--- src/rtl/matmul_seq_pkg.sv ---
// -----------------------------------------------------------------------------
// matmul_seq_pkg
//   Shared definitions for the matrix-multiply memory sequencer:
//     - state_t        : sequencer FSM state encoding
//     - DEFAULT_N      : default matrix dimension
//     - DEFAULT_BASE_* : default byte base addresses of A, B and C
//     - WORD_BYTES     : byte stride between consecutive matrix elements
//     - elem_addr()    : row-major byte address of element (row, col)
// -----------------------------------------------------------------------------
package matmul_seq_pkg;

    localparam int          DEFAULT_N      = 3;
    localparam logic [31:0] DEFAULT_BASE_A = 32'h0000_0200;
    localparam logic [31:0] DEFAULT_BASE_B = 32'h0000_0300;
    localparam logic [31:0] DEFAULT_BASE_C = 32'h0000_0100;
    localparam logic [31:0] WORD_BYTES     = 32'd4;

    typedef enum logic [2:0] {
        IDLE = 3'd0,
        RD_A = 3'd1,
        RD_B = 3'd2,
        WR_C = 3'd3,
        DONE = 3'd4
    } state_t;

    // Row-major element address: base + 4*(row*n + col).
    function automatic logic [31:0] elem_addr(input logic [31:0] base,
                                              input logic [31:0] row,
                                              input logic [31:0] col,
                                              input int          n);
        return base + WORD_BYTES * (row * 32'(n) + col);
    endfunction

endpackage

--- src/rtl/matmul_mac.sv ---
// -----------------------------------------------------------------------------
// matmul_mac
//   32-bit unsigned multiply-accumulate register used by the sequencer.
//   Optional build macro: MATMUL_ACC_SAT_EN
//     defined   : full 64-bit product plus acc, clamped to 32'hFFFF_FFFF
//     undefined : low 32 bits of the product, acc wraps modulo 2^32
//
//   Ports
//     clk    in   clock, rising edge
//     rst_n  in   asynchronous active-low reset (acc -> 0)
//     clr    in   synchronous clear of acc (wins over en)
//     en     in   accumulate a*b into acc this cycle
//     a, b   in   32-bit unsigned operands
//     acc    out  32-bit accumulator
// -----------------------------------------------------------------------------
module matmul_mac (
    input  logic        clk,
    input  logic        rst_n,
    input  logic        clr,
    input  logic        en,
    input  logic [31:0] a,
    input  logic [31:0] b,
    output logic [31:0] acc
);

    logic [31:0] acc_next;

`ifdef MATMUL_ACC_SAT_EN
    // (2^32-1)^2 + (2^32-1) still fits in 64 bits, so no carry is lost.
    logic [63:0] sum_wide;
    assign sum_wide = {32'd0, acc} + ({32'd0, a} * {32'd0, b});
    assign acc_next = (|sum_wide[63:32]) ? 32'hFFFF_FFFF : sum_wide[31:0];
`else
    assign acc_next = acc + (a * b);
`endif

    always_ff @(posedge clk or negedge rst_n) begin
        if (!rst_n) begin
            acc <= 32'd0;
        end else if (clr) begin
            acc <= 32'd0;
        end else if (en) begin
            acc <= acc_next;
        end
    end

endmodule

--- src/rtl/matmul_mem_sequencer.sv ---
// -----------------------------------------------------------------------------
// matmul_mem_sequencer
//   Computes C = A x B (N x N, 32-bit unsigned, row-major) by walking a single
//   memory port: for each C element it reads A[i][k] then B[k][j] for every k,
//   accumulates, then writes C[i][j]. Seven cycles per element for N=3.
//   Optional build macro: MATMUL_ACC_SAT_EN (saturating accumulate, see
//   matmul_mac).
//
//   Memory handshake: one access per cycle. memread/memwrite are mutually
//   exclusive strobes; address/data_out are valid in the strobe cycle and
//   data_in must be valid combinationally in that same cycle. When no strobe
//   is high, address and data_out are driven to 0.
//
//   Ports
//     clk       in   clock, rising edge
//     rst_n     in   asynchronous active-low reset
//     start     in   request one multiply (sampled only in IDLE)
//     busy      out  high whenever the FSM is not IDLE
//     done      out  one-cycle completion pulse
//     memread   out  memory read strobe
//     memwrite  out  memory write strobe
//     address   out  32-bit byte address
//     data_out  out  write data (accumulated C element)
//     data_in   in   read data from memory
// -----------------------------------------------------------------------------
module matmul_mem_sequencer
    import matmul_seq_pkg::*;
#(
    parameter int          N      = DEFAULT_N,
    parameter logic [31:0] BASE_A = DEFAULT_BASE_A,
    parameter logic [31:0] BASE_B = DEFAULT_BASE_B,
    parameter logic [31:0] BASE_C = DEFAULT_BASE_C
) (
    input  logic        clk,
    input  logic        rst_n,
    input  logic        start,
    output logic        busy,
    output logic        done,
    output logic        memread,
    output logic        memwrite,
    output logic [31:0] address,
    output logic [31:0] data_out,
    input  logic [31:0] data_in
);

    localparam int               IDX_W = (N > 1) ? $clog2(N) : 1;
    localparam logic [IDX_W-1:0] LAST  = IDX_W'(N - 1);
    localparam logic [IDX_W-1:0] ONE   = IDX_W'(1);

    state_t           state;
    state_t           state_next;
    logic [IDX_W-1:0] i;
    logic [IDX_W-1:0] j;
    logic [IDX_W-1:0] k;
    logic [31:0]      a_reg;
    logic             mac_clr;
    logic             mac_en;
    logic [31:0]      acc;

    matmul_mac u_mac (
        .clk   (clk),
        .rst_n (rst_n),
        .clr   (mac_clr),
        .en    (mac_en),
        .a     (a_reg),
        .b     (data_in),
        .acc   (acc)
    );

    always_ff @(posedge clk or negedge rst_n) begin
        if (!rst_n) begin
            state <= IDLE;
        end else begin
            state <= state_next;
        end
    end

    // Index counters and the A operand latch.
    always_ff @(posedge clk or negedge rst_n) begin
        if (!rst_n) begin
            i     <= '0;
            j     <= '0;
            k     <= '0;
            a_reg <= 32'd0;
        end else begin
            case (state)
                IDLE: begin
                    if (start) begin
                        i <= '0;
                        j <= '0;
                        k <= '0;
                    end
                end
                RD_A: begin
                    a_reg <= data_in;
                end
                RD_B: begin
                    if (k != LAST) begin
                        k <= k + ONE;
                    end
                end
                WR_C: begin
                    k <= '0;
                    if (j == LAST) begin
                        j <= '0;
                        // After the final element i wraps to 0, leaving a
                        // clean start point for the next run.
                        i <= (i == LAST) ? '0 : i + ONE;
                    end else begin
                        j <= j + ONE;
                    end
                end
                default: begin
                end
            endcase
        end
    end

    always_comb begin
        state_next = state;
        memread    = 1'b0;
        memwrite   = 1'b0;
        address    = 32'd0;
        data_out   = 32'd0;
        done       = 1'b0;
        mac_clr    = 1'b0;
        mac_en     = 1'b0;

        case (state)
            IDLE: begin
                if (start) begin
                    mac_clr    = 1'b1;
                    state_next = RD_A;
                end
            end
            RD_A: begin
                memread    = 1'b1;
                address    = elem_addr(BASE_A, 32'(i), 32'(k), N);
                state_next = RD_B;
            end
            RD_B: begin
                memread    = 1'b1;
                address    = elem_addr(BASE_B, 32'(k), 32'(j), N);
                mac_en     = 1'b1;
                state_next = (k == LAST) ? WR_C : RD_A;
            end
            WR_C: begin
                memwrite   = 1'b1;
                address    = elem_addr(BASE_C, 32'(i), 32'(j), N);
                data_out   = acc;
                mac_clr    = 1'b1;
                state_next = ((i == LAST) && (j == LAST)) ? DONE : RD_A;
            end
            DONE: begin
                done       = 1'b1;
                state_next = IDLE;
            end
            default: begin
                state_next = IDLE;
            end
        endcase
    end

    assign busy = (state != IDLE);

endmodule

--- config.mk ---
export PLATFORM = sky130hd
export DESIGN_NAME = matmul_mem_sequencer
export DESIGN_NICKNAME = d
export VERILOG_FILES = /design/src/rtl/matmul_seq_pkg.sv /design/src/rtl/matmul_mac.sv /design/src/rtl/matmul_mem_sequencer.sv
export SDC_FILE = /design/constraint.sdc
export NUM_CORES = 1
export LEC_CHECK = 0
export BUFFER_PORTS_ARGS = -buffer_cell sky130_fd_sc_hd__buf_2
export CORE_ASPECT_RATIO = 0.75
export CORE_MARGIN = 10
export CORE_UTILIZATION = 45
export DETAILED_ROUTE_END_ITERATION = 8
export PLACE_DENSITY = 0.68
export SLEW_MARGIN = 25
export SYNTH_ARGS = -nofsm -noshare
export SYNTH_HDL_FRONTEND = slang
export SYNTH_SLANG_ARGS = --single-unit
--- constraint.sdc ---
create_clock -name clk -period 9.6 [get_ports clk]
set_input_delay 0.96 -clock clk [delete_from_list [all_inputs] [get_ports clk]]
set_output_delay 0.96 -clock clk [all_outputs]
set_load 0.02 [all_outputs]
==> results.cfg, run 1 <==
[sta]
holdWs_ps = 478
final_max_slew_viol_count = 0
worst_pin_slew_ps = 953
fin_worst_skew_ps = 11.8
min_period_ps = 7760
rsz0062_at_grt = no
finalSetupViolations = 0
max_slew_margin_pct = 36.5
fmax_ghz = 0.129
timing.final.crit_share_pct = 80.9
fin_tns_setup_ps = 0
hold_viol = 0

[clock_tree]
h-tree-depth = 3
cts.sinks = 73
root_buffer = clkbuf_16
insertion_delay_ps = 360
cts_tree = done
cts_hold_buf = 0
clockBufferDepth = 2
post_cts_buffers = 0
cts_resized = 0
cts_made_buffers = 9
clk_pin_slew_worst_paths_ps = 70

[drt]
firstDrtPassIters = 5
vias = 14500
wire_per_inst_um = 20.2
drc_errors = 0
first_iter_violations = 998
drt-vias-per-instance = 5.20
routed_wl_mm = 56.1
ant_nets = 0

[critical_path]
worstSetupPathType = in -> reg
critical_path.top_delay_family = adder cells
end_kind = flop
cp_max_fo = 31
r2r_slack_ps = 2080
worstReg2RegEnd = u_mac.acc[31]
cp.required_ps = 9820
cp_slowest_cell = buf_2
worst-path-buf-inv = 5
crit_path_start_kind = input pin
rr_worst_depth = 23
arrival_ps = 7990
r2r_start = a_reg[13]
critPathMaxStageDelay_ps = 540
crit_chain = buf_2, and2_1, fa_1, fa_1, fa_1, inv_1, fa_1, inv_1, fa_1, fa_1, fa_1, inv_1, fa_1, inv_1, ha_1, a21oi_1, o21ai_0, and2_2, a311oi_4, a22oi_2, a41oi_2, a31o_1, xnor2_1, o21ai_1
path_common_cell = fa_1

[synth]
yosys_warnings = 0
ys_types = 60
synth.top_cell.area_share_pct = 43.6
yosysTopAreaCell = fa_1
synth_edf_count = 0
ys.flop_type = dfrtp_1
ys_ff_latch = 73
async_reset_ff_share_pct = 100
syn_inst = 2192
avgSynthCellArea_sq_um = 9.24
synth_area_sq_mm = 0.0202
yosysSeqAreaShare_pct = 9.02
synth_area_leaders = fa_1 44%, and2_1 9.8%, inv_1 9.4%

[die]
io_pins = 103
fp.dieW_um = 265
die_y_um = 204
rows = 67
coreArea_sq_mm = 0.0446
die_area_sq_mm = 0.0540
initial_utilization_pct = 45.4

[hold_path]
hold-path-cell-count = 2
hp-start = u_mac.acc[5]
hold_end = u_mac.acc[5]
hold_class = reg -> reg

[cells_and_area]
area_delta_synth_final_pct = 5.69
multi_input_area_sq_mm = 0.0160
seq_area_sq_mm = 0.00183
fin_nets = 2802
fill_cells = 4213
drive_gt1_share_pct = 7.46

[global_route]
grt.total_usage_pct = 21.5
grt_pass1_vias = 16000
grt_start_max_net_pins = 74
grt_pass1_wl_mm = 91.2
gr-total-overflow = 0
antenna_found_initial = 6

[job]
maxCapViolations = 0

[place]
hpwl_mm = 44.1
port_buffers = 77
routabilityCongestion = 0.896

[status]
outcome = complete, no violations
==> worst max-delay path by stage <==
stage / cells after the start / slack, ps / start / endpoint
2_1_floorplan: 25 / 2140 / data_in[4] / u_mac.acc[31]
3_3_place_gp: 24 / 1650 / data_in[3] / u_mac.acc[31]
3_5_place_dp: 24 / 1530 / data_in[6] / u_mac.acc[31]
4_1_cts: 24 / 1890 / data_in[6] / u_mac.acc[31]
5_1_grt: 24 / 1540 / data_in[3] / u_mac.acc[29]
6_report: 24 / 1840 / data_in[2] / u_mac.acc[31]
==> cell families after synthesis <==
group	count (synthesis)	synth area share (%)
AND/OR/NAND/NOR	664	16.9
AO/OA/AOI/OAI	122	4.26
buffers and inverters	639	12.3
other	1	0.0185
XOR/XNOR	84	3.67
adder cells (fa/ha/maj)	575	51.9
multiplexers	34	1.89
flip-flops	73	9.02
==> metrics by stage <==
step           cells  cell area [sq um]  utilization [%]  setup slack, ps
2_1_floorplan   2216              20300                -             2140
3_3_place_gp    2766              21000             47.2             1650
3_5_place_dp    2766              21000             47.2             1530
4_1_cts         2782              21400             47.9             1890
5_1_grt         2783              21400             48.0             1540
6_report        2784              21400             48.0             1840
==> cell usage after synthesis, drive strengths merged (28+ instances only) <==
library cell,n
mux2,34
nand2,243
ha,134
and2,318
fa,441
nor2,49
inv,506
xnor2,64
o21ai,32
dfrtp,73
clkbuf,102
buf,30
a21oi,28
==> layout by cell type, fill, tap and decap left out, types with 5 or more instances in the layout <==
cell and count:
nand3_1 7, nor2_1 48, xor2_1 20, conb_1 25, o21a_1 5, nand2b_1 5, inv_1 506, o21ai_0 20
ha_1 134, a22o_1 7, buf_2 76, o31ai_1 6, and3_1 16, buf_4 18, dfrtp_1 72, a21o_1 6
a22oi_1 6, fa_1 441, xnor2_1 63, and2_1 317, mux2_2 34, a21oi_1 26, nor2b_1 6, clkbuf_16 9
nand2_1 243, o21ai_1 12
==> layout make-up <==
class / instances / area share (%)
multi-input combinational: 1504 / 74.9
inverter: 507 / 8.89
sequential: 73 / 8.54
tap: 586 / 3.43
timing repair buffer: 97 / 2.68
clock buffer: 9 / 1.05
clock inverter: 7 / 0.480
antenna: 1 / 0.0117
==> tightest hold or removal path, stage by stage (launching register included) <==
cell and delay [ps]:
dfrtp_1 340, nand2_1 50, o21ai_0 60
==> metal layers <==
layer  GRT usage, %  share of wire (%)  vias up
li1               -                  -     6334
met1           30.6                 45     7524
met2           34.2                 46      569
met3           4.28                8.3       54
met4           3.38                1.4        4
met5              0              0.045        -
Power of run 1 is not shown: default switching activity piles up to over one toggle a cycle in this logic, so the estimate is an artifact.
==> inputs of run 2 (changes only) <==
- clock period: 9.6 -> 8 ns (I/O delays scaled with it)
==> run 2 against run 1 <==
Final cell count rose by 0.72%; sequential share of layout area fell by 0.063 points; routed wire length increased by 0.18%; cell area grew 0.68%; first-iteration DRC count is 13% higher; flip-flop and latch count unchanged; global-route usage barely moved; setup slack lost 1400 ps; die area unchanged; critical path depth is 1 higher; critical endpoint unchanged.
==> results.cfg, run 2 (synthesis gave the netlist of run 1 again) <==
[job]
maxCapViolations = 0

[drt]
drt-vias-per-instance = 5.20
wire_per_inst_um = 20.0
ant_nets = 0
routed_wl_mm = 56.2
vias = 14600
first_iter_violations = 1126
drc_errors = 0
firstDrtPassIters = 5

[sta]
fmax_ghz = 0.132
fin_tns_setup_ps = 0
hold_viol = 0
min_period_ps = 7560
final_max_slew_viol_count = 0
timing.final.crit_share_pct = 94.5
rsz0062_at_grt = no
holdWs_ps = 472
finalSetupViolations = 0
fin_worst_skew_ps = 16.6
max_slew_margin_pct = 38.8
worst_pin_slew_ps = 917

[cells_and_area]
drive_gt1_share_pct = 8.13
final_util_pct = 48.3
layout.cells.non_filler = 2804
fin_nets = 2820
area_delta_synth_final_pct = 6.40
mostFrequentLayoutCell = inv_1
layout_common_cells = 506 x inv_1, 441 x fa_1, 317 x and2_1

[place]
dp.cells = 2785
port_buffers = 77
hpwl_mm = 45.8
routabilityCongestion = 0.958

[critical_path]
worstReg2RegEnd = u_mac.acc[31]
arrival_ps = 7770
worstSetupPathType = reg -> reg
cp.required_ps = 8210
r2r_slack_ps = 440
end_kind = flop
r2r_start = a_reg[14]
crit_path_start_kind = flop
cp_max_fo = 19
rr_worst_depth = 25

[global_route]
grt_use_met2_pct = 33.1
gr-total-overflow = 0
grt.busiest_layer = met2
antenna_found_initial = 9
grt_pass1_wl_mm = 90.7
use_met3_pct = 4.39
grt.total_usage_pct = 21.6
grt_pass1_vias = 15800
grt_start_max_net_pins = 74
use_met1_pct = 31.2

[die]
coreArea_sq_mm = 0.0446
initial_utilization_pct = 45.4
fp.dieW_um = 265
io_pins = 103
die_y_um = 204
rows = 67
die_area_sq_mm = 0.0540

[clock_tree]
cts_resized = 0
post_cts_buffers = 0
cts_tree = done
clk_pin_slew_worst_paths_ps = 60
insertion_delay_ps = 360
cts.sinks = 73
cts_hold_buf = 0
clockBufferDepth = 2
root_buffer = clkbuf_16
h-tree-depth = 3
cts_made_buffers = 9

[status]
outcome = complete, no violations

[hold_path]
hold_class = in -> async
-- run 2: changes by cell type in the layout (fill, tap and decap cells not counted), sizes merged --
cell / change
buf: +18
clkinv: -3
diode: +3
clkbuf: +2
bufinv: +1
inv: -1
-- run 2: per-layer routing --
layer	share of wire (%)	vias up
met5	0.098	-
met4	1.8	8
met3	9.3	83
met2	45	617
met1	44	7513
li1	-	6366
-- run 2: cell type report --
class	count	area, sq um
Antenna cell	4	10.0
Clock buffer	11	253
Clock inverter	4	98.8
Fill cell	4289	23100
Inverter	507	1900
Multi-Input combinational cell	1504	16000
Sequential cell	73	1830
Tap cell	586	733
Timing Repair Buffer	115	689
-- run 2: metrics by stage --
| step | instance area (sq um) | setup slack [ps] |
|---|---|---|
| after floorplan | 20300 | 701 |
| after global placement | 21200 | 257 |
| after detailed placement | 21200 | 177 |
| after CTS | 21500 | 507 |
| after global routing | 21500 | 153 |
| final | 21500 | 437 |
-- run 2: worst max-delay path: stages (launching register included) --
cell	delay [ps]
dfrtp_1	870
and2_1	240
fa_1	440
fa_1	480
fa_1	520
inv_1	60
fa_1	520
inv_1	50
fa_1	510
inv_1	60
fa_1	530
inv_1	50
fa_1	480
inv_1	70
fa_1	490
inv_1	50
ha_1	210
a21oi_1	150
o21ai_0	140
and2_2	250
a311oi_4	310
a22oi_2	140
a41oi_2	390
a31o_1	220
xnor2_1	120
o21ai_1	70
-- run 2: worst max-delay path by stage --
stage,from,slack (ps),depth (start not counted),to
after global placement,data_in[6],260,24,u_mac.acc[31]
after global routing,a_reg[14],150,25,u_mac.acc[29]
after CTS,a_reg[14],510,23,u_mac.acc[31]
after floorplan,data_in[4],700,25,u_mac.acc[31]
after detailed placement,data_in[6],180,24,u_mac.acc[31]
final,a_reg[14],440,25,u_mac.acc[31]
Power of run 2 is left out for the same reason.
==> inputs of run 3 (changes only) <==
- CTS_BUF_LIST: default -> sky130_fd_sc_hd__clkbuf_16
- CTS_CLUSTER_SIZE: default -> 16
==> run 3 against run 2 <==
Critical path depth stayed put; die area stayed put; clock skew is 0.88 ps higher; count of clock-buffer cells in the layout is 2 lower; non-clock buffer count stayed put.
==> results.cfg, run 3 (synthesis gave the netlist of run 1 again) <==
[die]
io_pins = 103
die_area_sq_mm = 0.0540
rows = 67
coreArea_sq_mm = 0.0446
die_y_um = 204
initial_utilization_pct = 45.4
fp.dieW_um = 265

[global_route]
grt_pass1_vias = 15900
grt.total_usage_pct = 21.6
use_met1_pct = 31.1
grt.busiest_layer = met2
grt_start_max_net_pins = 74
grt_pass1_wl_mm = 90.7
use_met3_pct = 4.39
gr-total-overflow = 0
grt_use_met2_pct = 33.0
antenna_found_initial = 9

[drt]
vias = 14500
wire_per_inst_um = 20.1
ant_nets = 0
first_iter_violations = 1183
drc_errors = 0
firstDrtPassIters = 7
drt-vias-per-instance = 5.19
routed_wl_mm = 56.2

[critical_path]
path_common_cell = fa_1
critical_path.top_delay_family = adder cells
cp.required_ps = 8210
end_kind = flop
worst-path-buf-inv = 6
cp_slowest_cell = dfrtp_1
critPathMaxStageDelay_ps = 870
worstSetupPathType = reg -> reg
arrival_ps = 7780
cp_max_fo = 19
crit_path_start_kind = flop

[sta]
final_max_slew_viol_count = 0
rsz0062_at_grt = no
timing.final.crit_share_pct = 94.7
max_slew_margin_pct = 38.8
min_period_ps = 7570
hold_viol = 0
finalSetupViolations = 0
fin_tns_setup_ps = 0
fmax_ghz = 0.132
worst_pin_slew_ps = 918
fin_worst_skew_ps = 17.5

[job]
maxCapViolations = 0

[place]
hpwl_mm = 45.8
port_buffers = 77
routabilityCongestion = 0.958

[status]
outcome = complete, no violations

[cells_and_area]
fin_nets = 2820
area_delta_synth_final_pct = 6.28
mostFrequentLayoutCell = inv_1
drive_gt1_share_pct = 8.04
layout_common_cells = 506 x inv_1, 441 x fa_1, 317 x and2_1

[clock_tree]
root_buffer = clkbuf_16
post_cts_buffers = 0
h-tree-depth = 3
cts_resized = 0
clockBufferDepth = 2
cts_tree = done
cts_hold_buf = 0
cts_made_buffers = 9
cts.sinks = 73
clk_pin_slew_worst_paths_ps = 70
insertion_delay_ps = 360

[hold_path]
hold_class = in -> async
==> run 3: cell types whose count changed in the layout (fill, tap and decap cells not counted), sizes merged <==
cell	delta
clkbuf	-2
clkinv	+2
diode	-2
==> run 3: stage by stage <==
stage | std cells | setup slack (ps) | utilization (%) | hold slack, ps | instance area, sq um
2_1_floorplan | 2216 | 701 | - | 449 | 20300
3_3_place_gp | 2785 | 257 | 47.5 | 465 | 21200
3_5_place_dp | 2785 | 177 | 47.5 | 474 | 21200
4_1_cts | 2800 | 506 | 48.2 | 489 | 21500
5_1_grt | 2800 | 154 | 48.2 | 518 | 21500
6_report | 2802 | 426 | 48.2 | 468 | 21500
==> run 3: cell type report <==
type	count	area [sq um]
repair buffers	115	689
inverters	507	1900
clock inverters	6	106
diodes	2	5.00
flip-flops and latches	73	1830
clock buffers	9	225
fillers	4292	23100
well taps	586	733
multi-input cells	1504	16000
==> run 3: path summary, 6_finish.rpt <==
path	from	end	slack [ps]	cells after the start
worst min-delay path	rst_n	a_reg[25]	470	1
worst max-delay path	a_reg[14]	u_mac.acc[31]	430	25
worst min register to register	u_mac.acc[14]	u_mac.acc[14]	490	2
max in group asynchronous	rst_n	a_reg[23]	6970	1
worst max register to register	a_reg[14]	u_mac.acc[31]	430	25
min in group clk	u_mac.acc[14]	u_mac.acc[14]	490	2
==> run 3: worst register-to-register path: stages, from the launching register on <==
cell and delay (ps):
dfrtp_1 870, and2_1 280, fa_1 450, fa_1 410, fa_1 540, inv_1 60
fa_1 520, inv_1 50, fa_1 510, inv_1 60, fa_1 530, inv_1 50
fa_1 480, inv_1 70, fa_1 490, inv_1 50, ha_1 210, a21oi_1 150
o21ai_0 150, and2_2 250, a311oi_4 310, a22oi_2 140, a41oi_2 390, a31o_1 220
xnor2_1 120, o21ai_1 70
==> run 3: per-layer routing <==
layer	vias to the layer above	share of wire, %
met4	8	1.8
met1	7498	44
met2	593	45
met3	75	9.1
met5	-	0.098
li1	6366	-
Power of run 3 is left out for the same reason.
